**src/rtl/pe_mac_acc_if.sv**
```systemverilog
// Operand, accumulator and drain-chain signals of one systolic PE.
// slave is the PE side, master is the driver/neighbour side.
interface pe_mac_acc_if #(
    parameter int DATA_W = 8,
    parameter int ACC_W  = 20,
    parameter int CNT_W  = 8
);
    logic              in_valid;
    logic              signed_mode;
    logic [DATA_W-1:0] a_in;
    logic [DATA_W-1:0] b_in;
    logic              drain_load;
    logic              drain_shift;
    logic [ACC_W-1:0]  drain_in;

    logic [DATA_W-1:0] a_out;
    logic [DATA_W-1:0] b_out;
    logic              out_valid;
    logic [ACC_W-1:0]  acc;
    logic [CNT_W-1:0]  mac_count;
    logic              ovf;
    logic [ACC_W-1:0]  drain_out;

    modport slave (
        input  in_valid, signed_mode, a_in, b_in, drain_load, drain_shift, drain_in,
        output a_out, b_out, out_valid, acc, mac_count, ovf, drain_out
    );

    modport master (
        output in_valid, signed_mode, a_in, b_in, drain_load, drain_shift, drain_in,
        input  a_out, b_out, out_valid, acc, mac_count, ovf, drain_out
    );
endinterface

```
**src/rtl/pe_mac_acc.sv**
```systemverilog
// Systolic MAC processing element with sticky overflow and a double-buffered drain chain.
// Optional: define PE_SATURATE_EN to clamp the accumulator on overflow instead of wrapping.
module pe_mac_acc #(
    parameter int DATA_W = 8,
    parameter int ACC_W  = 20,
    parameter int CNT_W  = 8
) (
    input  logic           clk,
    input  logic           rst_n,
    input  logic           clear,
    pe_mac_acc_if.slave    bus
);
    localparam int PW = 2 * DATA_W;
    localparam int SW = ACC_W + 2;

    logic [DATA_W-1:0] a_q, b_q;
    logic              valid_q;
    logic [ACC_W-1:0]  acc_q;
    logic [CNT_W-1:0]  cnt_q;
    logic              ovf_q;
    logic [ACC_W-1:0]  drain_q;

    logic signed [DATA_W:0] a_x, b_x;
    logic signed [PW-1:0]   prod;
    logic signed [SW-1:0]   prod_x, base_x, sum;
    logic                   ovf_now;
    logic [ACC_W-1:0]       acc_next;
    logic [CNT_W-1:0]       cnt_next;

    // One extra bit lets a single signed multiplier serve both modes exactly.
    assign a_x  = {bus.signed_mode & bus.a_in[DATA_W-1], bus.a_in};
    assign b_x  = {bus.signed_mode & bus.b_in[DATA_W-1], bus.b_in};
    assign prod = a_x * b_x;

    assign prod_x = {{(SW-PW){bus.signed_mode & prod[PW-1]}}, prod};
    assign base_x = bus.drain_load ? '0
                  : {{2{bus.signed_mode & acc_q[ACC_W-1]}}, acc_q};
    assign sum    = base_x + (bus.in_valid ? prod_x : '0);

    // The two guard bits hold the ideal sum, so range checks are on the top bits only.
    assign ovf_now = bus.signed_mode
                   ? !((&sum[SW-1:ACC_W-1]) || (~|sum[SW-1:ACC_W-1]))
                   : (|sum[SW-1:ACC_W]);

    // NOTE: every always_comb output gets a default first so no path can infer a latch.
    always_comb begin
        acc_next = sum[ACC_W-1:0];
`ifdef PE_SATURATE_EN
        if (ovf_now) begin
            if (!bus.signed_mode)
                acc_next = '1;
            else if (sum[SW-1])
                acc_next = {1'b1, {(ACC_W-1){1'b0}}};
            else
                acc_next = {1'b0, {(ACC_W-1){1'b1}}};
        end
`endif
    end

    always_comb begin
        cnt_next = cnt_q;
        if (bus.drain_load)
            cnt_next = {{(CNT_W-1){1'b0}}, bus.in_valid};
        else if (bus.in_valid && cnt_q != '1)
            cnt_next = cnt_q + 1'b1;
    end

    // NOTE: sequential state uses non-blocking assignments so all registers update together.
    always_ff @(posedge clk or negedge rst_n) begin
        if (!rst_n) begin
            a_q     <= '0;
            b_q     <= '0;
            valid_q <= 1'b0;
            acc_q   <= '0;
            cnt_q   <= '0;
            ovf_q   <= 1'b0;
            drain_q <= '0;
        end else begin
            if (bus.drain_load)
                drain_q <= acc_q;
            else if (bus.drain_shift)
                drain_q <= bus.drain_in;

            if (clear) begin
                a_q     <= '0;
                b_q     <= '0;
                valid_q <= 1'b0;
                acc_q   <= '0;
                cnt_q   <= '0;
                ovf_q   <= 1'b0;
            end else begin
                if (bus.in_valid) begin
                    a_q <= bus.a_in;
                    b_q <= bus.b_in;
                end
                valid_q <= bus.in_valid;
                acc_q   <= acc_next;
                cnt_q   <= cnt_next;
                ovf_q   <= bus.drain_load ? ovf_now : (ovf_q | ovf_now);
            end
        end
    end

    assign bus.a_out     = a_q;
    assign bus.b_out     = b_q;
    assign bus.out_valid = valid_q;
    assign bus.acc       = acc_q;
    assign bus.mac_count = cnt_q;
    assign bus.ovf       = ovf_q;
    assign bus.drain_out = drain_q;
endmodule

```
**src/flat_wrapper.sv**
```systemverilog
// flat-port wrapper written by rule: the top's interface ports become plain ports
module pe_mac_acc_flat 
#(
    parameter int DATA_W = 8,
    parameter int ACC_W  = 20,
    parameter int CNT_W  = 8
)
  (clk, rst_n, clear, bus_in_valid, bus_signed_mode, bus_a_in, bus_b_in, bus_drain_load, bus_drain_shift, bus_drain_in, bus_a_out, bus_b_out, bus_out_valid, bus_acc, bus_mac_count, bus_ovf, bus_drain_out);
  pe_mac_acc_if #(.DATA_W(DATA_W), .ACC_W(ACC_W), .CNT_W(CNT_W)) bus_i ();
  input  logic clk;
  input  logic rst_n;
  input  logic clear;
  input wire logic [$bits(bus_i.in_valid)-1:0] bus_in_valid;
  input wire logic [$bits(bus_i.signed_mode)-1:0] bus_signed_mode;
  input wire logic [$bits(bus_i.a_in)-1:0] bus_a_in;
  input wire logic [$bits(bus_i.b_in)-1:0] bus_b_in;
  input wire logic [$bits(bus_i.drain_load)-1:0] bus_drain_load;
  input wire logic [$bits(bus_i.drain_shift)-1:0] bus_drain_shift;
  input wire logic [$bits(bus_i.drain_in)-1:0] bus_drain_in;
  output wire logic [$bits(bus_i.a_out)-1:0] bus_a_out;
  output wire logic [$bits(bus_i.b_out)-1:0] bus_b_out;
  output wire logic [$bits(bus_i.out_valid)-1:0] bus_out_valid;
  output wire logic [$bits(bus_i.acc)-1:0] bus_acc;
  output wire logic [$bits(bus_i.mac_count)-1:0] bus_mac_count;
  output wire logic [$bits(bus_i.ovf)-1:0] bus_ovf;
  output wire logic [$bits(bus_i.drain_out)-1:0] bus_drain_out;
  assign bus_i.in_valid = bus_in_valid;
  assign bus_i.signed_mode = bus_signed_mode;
  assign bus_i.a_in = bus_a_in;
  assign bus_i.b_in = bus_b_in;
  assign bus_i.drain_load = bus_drain_load;
  assign bus_i.drain_shift = bus_drain_shift;
  assign bus_i.drain_in = bus_drain_in;
  assign bus_a_out = bus_i.a_out;
  assign bus_b_out = bus_i.b_out;
  assign bus_out_valid = bus_i.out_valid;
  assign bus_acc = bus_i.acc;
  assign bus_mac_count = bus_i.mac_count;
  assign bus_ovf = bus_i.ovf;
  assign bus_drain_out = bus_i.drain_out;
  pe_mac_acc #(.DATA_W(DATA_W), .ACC_W(ACC_W), .CNT_W(CNT_W)) u_core (.clk(clk), .rst_n(rst_n), .clear(clear), .bus(bus_i));
endmodule
```
**config.mk**
```make
export PLATFORM = sky130hd
export DESIGN_NAME = pe_mac_acc_flat
export DESIGN_NICKNAME = d
export VERILOG_FILES = /design/src/rtl/pe_mac_acc_if.sv /design/src/rtl/pe_mac_acc.sv /design/src/flat_wrapper.sv
export SDC_FILE = /design/constraint.sdc
export NUM_CORES = 1
export LEC_CHECK = 0
export ABC_AREA = 1
export CORE_MARGIN = 3
export CORE_UTILIZATION = 30
export CTS_CLUSTER_SIZE = 14
export DETAILED_ROUTE_END_ITERATION = 12
export PLACE_DENSITY = 0.54
export SLEW_MARGIN = 20
export SYNTH_ARGS = -nofsm -noshare
export SYNTH_HDL_FRONTEND = slang
export SYNTH_SLANG_ARGS = --single-unit
```
**constraint.sdc**
```tcl
create_clock -name clk -period 2.5 [get_ports clk]
set_clock_uncertainty 0.15 [all_clocks]
set_input_delay 0.5 -clock clk [delete_from_list [all_inputs] [get_ports clk]]
set_output_delay 0.5 -clock clk [all_outputs]
set_load 0.02 [all_outputs]
```
==> metrics <==
static power due to leakage 5.681 nW; multiplexer area fraction after synthesis 0%; worst r2r path cells 14; total global routing track utilization around 18%; die outline area roughly 26000 µm²; area of the core about 23000 µm²; clock buffers created by TritonCTS 9; worst slack at placement -4.269 ns; clock insertion delay at the later pin of the skew report 0.35 ns; count of placed standard cells in the final layout, fillers left out approximately 1600; largest fanout of any net on the critical path 4; share of flip-flops with an asynchronous set or reset 100.0%; register-to-register setup slack 0.07 ns; mean cell area of the mapped netlist 7.414 µm²; clock slew seen by the registers of the worst setup and hold paths approximately 0.070 ns; cell area power density 968.4 nW/µm²; cell area after synthesis between 7000 and 8000 µm²; worst voltage drop across the vdd grid around 550 µV; placer congestion estimate a little under 0.9; Finish-stage setup viols 19; delay of the slowest critical-path stage around 0.56 ns; register area share after synthesis ~23%; f_max 0.1714 GHz; count of TritonRoute iterations in the first routing pass 5; worst hold path depth 2; top_reg_cell synth dfrtp_1; complex-gate fraction of the synthesized area between 10% and 20%; Post-Place Cell Area 10070 µm²; endpoint class of the critical path flop; Worst slew margin around two thirds; Die Span Y between 150 and 200 µm; final number of max-transition violations 0; Antenna Diode Count 0; Initial DRC Count ~260; post-route total power about 11 mW; Clock Sinks between 60 and 70; main combinational cell family by area after synthesis adder cells; endpoint of the worst-slack reg-to-reg timing path u_core.bus.acc[16]; Final Hold Vio Count 0; final worst path period share 233.3%; parity-gate share of the synthesized area counting xor and xnor cells 1.717%; vias per cell about 4.5; CTS tree built; critical setup path kind input port to flop; worst hold margin approximately 0.36 ns; min Tclk post-route about 5.8 ns; Detail Route Antenna Nets 0; launch instance of the worst min-delay path u_core.bus.a_out[7]; startpoint of the worst-slack reg-to-reg timing path u_core.bus.acc[0]; Bufs on Longest Clock Path 2; mean routed wirelength per cell ~14 µm; CTS Root Cell clkbuf_16; Endpoint, Worst Hold u_core.bus.a_out[7]; Arr. time, crit path a little under 6 ns; antenna violations before repair 0; flops & latches, synth 66; RSZ-0062 raised after global routing yes; vias after detailed routing a little over 7000; post-synthesis to final-layout area growth 63.02%; post-detailed-route DRC marker count 0; GRT overflow 0; cell with the most instances on the worst path fa_1; type of element launching the critical path input port; path type of the worst min-delay path flop to flop; buffers added on ports 108; Maximum Capacitance Violations 0; number of enable-type register cells in the synthesized netlist 0; wire length of the first global-routing pass 36620 µm; cell row count 55; failing checks negative setup slack; number of global-route vias before repair 7137; number of I/O pins between 100 and 150; initial core utilization 31.06%; number of placed instances with taps included ~1500; detailed placement HPWL about 18000 µm; Layout Nets 1404; wirelength, routed between 20000 and 25000 µm; count of warnings emitted by yosys 0; H-tree depth reported by CTS 3; slew at the pin closest to its max-slew limit 0.4814 ns; outcome complete, but fails checks; critical path data required time approximately 2.6 ns; Die X ~160 µm; final critical-path setup slack -3.333 ns; Adder-Cell Fraction of Synth Area 27.76%; Yosys cell types 37; area fraction in and, or, nand and nor cells after synthesis 24.10%; maximum number of pins on one net before global-route repair 36; number of cells produced by synthesis about 960; nets in the synthesized netlist 1126; proportion of layout cells with a drive suffix above 1 40.05%; worst-path cell with the longest stage delay fa_1; final cell area excluding filler cells 11640 µm²
final cells by class:
type	instances	area (µm²)
clock buffers	12	266.5
clock inverters	4	25.02
fillers	2239	11350
inverters	214	810.8
multi-input cells	647	5781
flip-flops and latches	66	1652
well taps	313	391.6
repair buffers	303	2713
per-stage QoR:
stage | TNS (ns) | util, %
final | -48.81 | 50.64
after detailed placement | -64.73 | 43.81
after floorplan | -45.30 | -
after global placement | -64.25 | 43.81
after global routing | -52.64 | 50.64
after CTS | -49.46 | 47.80
worst max-delay path by stage:
stage	from	endpoint	slack, ns
5_1_grt	bus_signed_mode	u_core.bus.ovf	-3.62
3_5_place_dp	bus_signed_mode	u_core.bus.ovf	-4.27
6_report	bus_b_in[7]	u_core.bus.ovf	-3.33
4_1_cts	bus_a_in[6]	u_core.bus.ovf	-3.49
3_3_place_gp	bus_signed_mode	u_core.bus.ovf	-4.24
2_1_floorplan	bus_a_in[7]	u_core.bus.ovf	-3.52
what timing repair did:
action / 4_1_cts / 5_1_grt
pin swaps: 94 / 117
resized for setup: 149 / 165
hold buffers: 1 / 0
endpoints found under the hold margin: 34 / 0
endpoints found under the setup margin: 19 / 19
setup buffers: 26 / 31
cloned: 0 / 0
cells in the final DEF, fill, tap and decap left out, drive strengths merged, types with 33 or more instances in the layout:
cell type and count:
a21oi 50, buf 206, clkdlybuf4s50 89, dfrtp 66, fa 64, ha 56
inv 213, nand2 219, nand3 37, nor2 81, nor3 47, o21ai 33
cell families (layout without fill, tap and decap cells):
family | Yosys count | in the layout
AO/OA/AOI/OAI | 117 | 117
AND/OR/NAND/NOR | 396 | 396
XOR/XNOR | 14 | 14
buffers and inverters | 250 | 533
adder cells (fa/ha/maj) | 120 | 120
flip-flops | 66 | 66
synthesized netlist by cell type (11+ instances only):
master    count  area [µm²]
a211oi_1     21       157.7
a21oi_1      44       220.2
clkbuf_1     29       108.9
dfrtp_1      66        1652
fa_1         64        1281
ha_1         56       700.7
inv_1       202       758.2
inv_2        11       41.29
nand2_1     207       777.0
nand2_2      12       75.07
nand3_1      35       175.2
nor2_1       70       262.8
nor3_1       46       230.2
o21ai_0      30       150.1
xor2_1       11       96.34
sequential cells by signal (all words and copies together) (netlist names):
name,cells
u_core.bus.drain_out,20
u_core.bus.out_valid,1
u_core.bus.a_out,8
u_core.bus.b_out,8
u_core.bus.ovf,1
u_core.bus.mac_count,8
u_core.bus.acc,20
worst max-delay path: cells and delay by family:
family	cells	cell delay [ns]
and+or+nand+nor	12	1.14
buffers and inverters	6	0.43
AOI/OAI and AO/OA	6	0.63
adders and majority gates	7	3.20
power by group:
group	switching, mW	internal, mW
registers	0.103	1.25
clock network	0.521	0.750
logic	4.35	4.30
total	4.98	6.29
per-layer routing:
metal | vias up | part of all wire [%] | track usage [%]
met5 | - | 0 | 0
met4 | 0 | 1.3 | 4.260
met3 | 17 | 3.0 | 2.231
met2 | 108 | 49 | 30.11
met1 | 3422 | 47 | 23.89
li1 | 3538 | - | -
Note: power is estimated with default switching activity, not from simulation.
